## src/rtl/ifetch_buffer.sv

```systemverilog
// Instruction fetch unit: owns the fetch PC, issues valid/addr_ok/data_ok bus requests and queues up to DEPTH words.
// Data reaches decode 1 cycle after data_ok. Issue is throttled by queue space, and redirect flushes the queue.
module ifetch_buffer #(
    parameter int              DEPTH    = 4,
    parameter int              PC_W     = 64,
    parameter logic [PC_W-1:0] RESET_PC = PC_W'(64'h8000_0000)
) (
    input  logic            clk,
    input  logic            reset,
    output logic            ireq_valid,
    output logic [PC_W-1:0] ireq_addr,
    input  logic            iresp_addr_ok,
    input  logic            iresp_data_ok,
    input  logic [31:0]     iresp_data,
    input  logic            redirect_valid,
    input  logic [PC_W-1:0] redirect_pc,
    output logic            out_valid,
    input  logic            out_ready,
    output logic [PC_W-1:0] out_pc,
    output logic [31:0]     out_instr
);
    localparam int PW = $clog2(DEPTH);
    localparam int CW = PW + 1;
    localparam logic [CW:0] DEPTH_V = (CW+1)'(DEPTH);

    typedef enum logic [2:0] {IDLE, REQ, WAIT, DRAIN_REQ, DRAIN} state_t;

    typedef struct packed {
        logic [PC_W-1:0] pc;
        logic [31:0]     instr;
    } entry_t;

    state_t          state, state_next;
    logic [PC_W-1:0] fpc, fpc_next, req_pc;
    entry_t          mem [DEPTH];
    logic [PW-1:0]   head, tail;
    logic [CW-1:0]   count;
    logic            pop, push, load_req, in_flight, space;
    logic [CW:0]     occupancy;

    assign pop       = out_valid && out_ready;
    assign in_flight = (state == REQ) || (state == WAIT);
    // Reserve a slot for the request still in flight so the queue never overflows.
    assign occupancy = {1'b0, count} - {{CW{1'b0}}, pop} + {{CW{1'b0}}, in_flight};
    assign space     = occupancy < DEPTH_V;

    assign ireq_valid = (state == REQ) || (state == DRAIN_REQ);
    assign ireq_addr  = req_pc;
    assign out_valid  = (count != '0);
    assign out_pc     = mem[head].pc;
    assign out_instr  = mem[head].instr;

    always_comb begin
        state_next = state;
        fpc_next   = fpc;
        load_req   = 1'b0;
        push       = 1'b0;
        case (state)
            IDLE: begin
                if (!redirect_valid && space) begin
                    state_next = REQ;
                    load_req   = 1'b1;
                end
            end
            REQ: begin
                if (iresp_addr_ok) begin
                    if (redirect_valid) begin
                        state_next = iresp_data_ok ? IDLE : DRAIN;
                    end else begin
                        fpc_next = fpc + PC_W'(4);
                        if (iresp_data_ok) begin
                            push = 1'b1;
                            if (space) begin
                                state_next = REQ;
                                load_req   = 1'b1;
                            end else begin
                                state_next = IDLE;
                            end
                        end else begin
                            state_next = WAIT;
                        end
                    end
                end else if (redirect_valid) begin
                    state_next = DRAIN_REQ;
                end
            end
            WAIT: begin
                if (redirect_valid) begin
                    state_next = iresp_data_ok ? IDLE : DRAIN;
                end else if (iresp_data_ok) begin
                    push = 1'b1;
                    if (space) begin
                        state_next = REQ;
                        load_req   = 1'b1;
                    end else begin
                        state_next = IDLE;
                    end
                end
            end
            // A stale request still completes its bus handshake even if another redirect arrives.
            DRAIN_REQ: begin
                if (iresp_addr_ok) begin
                    state_next = iresp_data_ok ? IDLE : DRAIN;
                end
            end
            DRAIN: begin
                if (iresp_data_ok) begin
                    state_next = IDLE;
                end
            end
            default: state_next = IDLE;
        endcase
        if (redirect_valid) begin
            fpc_next = {redirect_pc[PC_W-1:2], 2'b00};
        end
    end

    always_ff @(posedge clk or negedge reset) begin
        if (!reset) begin
            state  <= IDLE;
            fpc    <= RESET_PC;
            req_pc <= RESET_PC;
            head   <= '0;
            tail   <= '0;
            count  <= '0;
        end else begin
            state <= state_next;
            fpc   <= fpc_next;
            if (load_req) begin
                req_pc <= fpc_next;
            end
            if (redirect_valid) begin
                head  <= '0;
                tail  <= '0;
                count <= '0;
            end else begin
                if (push) begin
                    tail <= tail + PW'(1);
                end
                if (pop) begin
                    head <= head + PW'(1);
                end
                if (push && !pop) begin
                    count <= count + CW'(1);
                end else if (pop && !push) begin
                    count <= count - CW'(1);
                end
            end
        end
    end

    always_ff @(posedge clk) begin
        if (push) begin
            mem[tail] <= '{pc: req_pc, instr: iresp_data};
        end
    end

    assert property (@(posedge clk) disable iff (!reset)
        ireq_valid && !iresp_addr_ok |=> ireq_valid && $stable(ireq_addr));
    assert property (@(posedge clk) disable iff (!reset) {1'b0, count} <= DEPTH_V);

endmodule

```

## config.mk

```make
export PLATFORM = sky130hd
export DESIGN_NAME = ifetch_buffer
export DESIGN_NICKNAME = d
export VERILOG_FILES = /design/src/rtl/ifetch_buffer.sv
export SDC_FILE = /design/constraint.sdc
export NUM_CORES = 1
export LEC_CHECK = 0
export ABC_AREA = 1
export ABC_CLOCK_PERIOD_IN_PS = 13650
export BUFFER_PORTS_ARGS = -buffer_cell sky130_fd_sc_hd__buf_2
export CORE_MARGIN = 3
export CORE_UTILIZATION = 60
export CTS_CLUSTER_SIZE = 40
export DETAILED_ROUTE_END_ITERATION = 8
export MAX_ROUTING_LAYER = met4
export PLACE_DENSITY = 0.88
export SLEW_MARGIN = 20
export SYNTH_ARGS = -nofsm -noshare
export SYNTH_HDL_FRONTEND = slang
export SYNTH_SLANG_ARGS = --single-unit
```

## constraint.sdc

```tcl
create_clock -name clk -period 13.65 [get_ports clk]
set_input_delay 2.0475 -clock clk [delete_from_list [all_inputs] [get_ports clk]]
set_output_delay 2.0475 -clock clk [all_outputs]
set_load 0.005 [all_outputs]
```

==> impl_metrics.csv <==
group,metric,value,unit
final_layout,drive_gt1_frac,0.173,
logic_synthesis,yosys.area_share.xor_xnor,0.00755,
sta,hold_viol,0,
setup_path,r2r_start,"state[2]",
setup_path,crit_arrival,3.30,ns
clocking,htreeDepth,2,
grt,grt_pass1_wl,88.1,mm
sta,fin_crit_sh,0.392,
power,powerDensity,178,nW/um^2
clocking,cts_sinks,522,
run_status,status,"finished, final reports clean",
routing,drc,0,
grt,grt_usage,0.298,
routing,viasPerCell,5.90,
sta,relSlewSlack,0.261,
logic_synthesis,synth_edf_count,384,
job,drv_cap,0,
floorplan,rows,69,
setup_path,r2r_setup_slack,10.04,ns
min_path,worstHoldStart,"fpc[1]",
sta,fin_setup_tns,0,ns
clocking,clk_path_buf_depth,3,
grt,antenna_found_initial,9,
sta,fmax,187,MHz
logic_synthesis,avgSynthCellArea,10.7,sq um
logic_synthesis,synth_fa_ha_area_frac,0.00545,
setup_path,reg2reg_depth,6,
final_layout,regArea,15000,sq um
logic_synthesis,ys_seq_area_frac,0.680,
clocking,cts_setup_buffers,0,
routing,drt_first_pass_iters,6,
min_path,holdPathEnd,"fpc[1]",
setup_path,cp-end-kind,"output port",
logic_synthesis,synth_compound_area_frac,0.0933,
power,leakage,9.97,nW
placed_design,gp_congestion,0.942,
clocking,cts.clk_slew.worst_paths,0.07,ns
sta,setup_viol_count_final,0,
routing,drt_iter0_drc,1550,
clocking,clock_latency,0.57,ns
setup_path,critPathMaxFanout,108,
grt,overflow,0,
clocking,cts_tree,"done",
clocking,cts_root_buf,"clkbuf_16",
grt,grt_pass1_vias,16300,
power,ir_worst_vdd,0.140,mV
routing,routed_wl,57.5,mm
logic_synthesis,syn_nets,2173,
floorplan,die-area,39100,sq um
sta,rsz0062_at_grt,"false",
logic_synthesis,synth_cell_types,40,
routing,postRouteAntennaNets,0,
sta,skew,0.0172,ns
sta,final-max-slew-violation-count,0,
final_layout,nets,2407,
final_layout,mostFrequentLayoutCells,"nand2_1 (443), edfxtp_1 (384), nor2_1 (328)",
floorplan,dieWidth,198,um
logic_synthesis,async_flop_share,0.264,
setup_path,crit_type,"flop to output port",
final_layout,nFillCells,2455,
floorplan,io_pins,264,
final_layout,multi_input_area,6360,sq um
min_path,hold_class,"flop to flop",
setup_path,cp_data_required_time,11.60,ns
logic_synthesis,synth_top_family_by_area,"simple AND/OR/NAND/NOR gates",
setup_path,rr_endpoint,"mem[1][59]",
floorplan,core,35900,sq um
logic_synthesis,synth_mux_area_frac,0,
clocking,cts_resized,0,
sta,min_period,5.35,ns
floorplan,die_height,198,um
placed_design,hpwl,36.4,mm
floorplan,start_util,0.614,
routing,wire_per_inst,20.5,um
routing,via_count,16600,
setup_path,startpoint_type,"flop",
clocking,cts_made_buffers,49,
clocking,hold_buffers,0,
final_layout,postLayoutCoreUtil,0.706,
logic_synthesis,ys.warnings.count,0,
logic_synthesis,synth-seq-cells,522,
final_layout,final_common_cell,"nand2_1",
final_layout,syn_to_final_growth,15.0,%
min_path,hold_path_depth,2,
grt,grt_max_degree,109,
logic_synthesis,ys.flop_type,"edfxtp_1",
logic_synthesis,yosys.area_share.simple,0.181,
sta,tightest_slew,1.11,ns
logic_synthesis,yosysTopAreaCellShare,0.523,
logic_synthesis,synthTopCellsByArea,"edfxtp_1 (52%), dfrtp_1 (15%), nand2_1 (7.5%)",
logic_synthesis,synth_area,22000,sq um
logic_synthesis,yosys.area.top_type,"edfxtp_1",
logic_synthesis,syn-instance-count,2062,
placed_design,portBuffers,261,
[worst max-delay path by stage]
stage | depth (start not counted) | to | from
global placement | 6 | mem[0][19] | iresp_addr_ok
floorplan | 4 | mem[0][0] | redirect_valid
global route | 5 | out_pc[33] | head[0]
CTS | 5 | out_pc[15] | head[0]
finish | 5 | out_pc[9] | head[0]
detailed placement | 6 | mem[0][48] | iresp_addr_ok
[cells by family (layout without fill, tap and decap cells)]
family | count (synthesis) | count (layout)
flip-flops | 522 | 522
adder cells (fa/ha/maj) | 9 | 9
XOR/XNOR | 19 | 19
AO/OA/AOI/OAI | 367 | 367
AND/OR/NAND/NOR | 968 | 968
buffers and inverters | 177 | 451
other | 0 | 12
[state kept, by name, indices dropped and copies added (netlist names)]
signal and count:
mem 384, fpc 64, ireq_addr 64, count 3
state 3, head 2, tail 2
[worst max-delay path, cell delays in order, from the launching register on]
cell	delay, ns
dfrtp_4	0.60
inv_6	0.57
buf_4	0.82
o21ai_0	0.20
o22ai_1	0.26
buf_2	0.18
[synthesized netlist by cell type (14+ instances only)]
library cell  count
a21boi_0         14
clkbuf_1         76
dfrtp_1         136
edfxtp_1        384
inv_1            76
nand2_1         443
nand3_1         107
nand4_1          18
nor2_1          332
o21ai_0         221
o22ai_1          98
or2_2            26
xor2_1           15
[cell type report]
cell class / count / area share
sequential: 522 / 0.591
multi-input combinational: 1363 / 0.251
timing repair buffer: 278 / 0.0573
clock buffer: 68 / 0.0560
tap: 461 / 0.0228
inverter: 82 / 0.0124
clock inverter: 23 / 0.00785
antenna: 12 / 0.00118
[where the power goes]
part           total [mW]  switching (mW)  internal, mW  leakage, nW
logic                1.02           0.668         0.353         4.01
registers            2.14           0.182          1.96         5.16
clock network        1.35           0.563         0.785        0.805
[layer usage]
layer	up-vias	wire length [um]	GRT usage
met5	-	0	-
met4	0	1990	0.109
met3	137	4470	0.0392
met2	788	27800	0.481
met1	8031	23200	0.394
li1	7630	-	-
[through the flow]
stage          power [mW]  area (sq um)  hold slack [ns]  setup slack [ns]  instances
2_1_floorplan        2.73         22000            0.459              6.64       2062
3_3_place_gp         3.11         23700            0.470              8.45       2705
3_5_place_dp         3.18         23700            0.480              8.36       2705
4_1_cts              4.53         25300            0.490              8.36       2796
5_1_grt              4.73         25300            0.507              8.17       2806
6_report             4.51         25300            0.491              8.30       2809
Power figures use the tool's default switching activity.
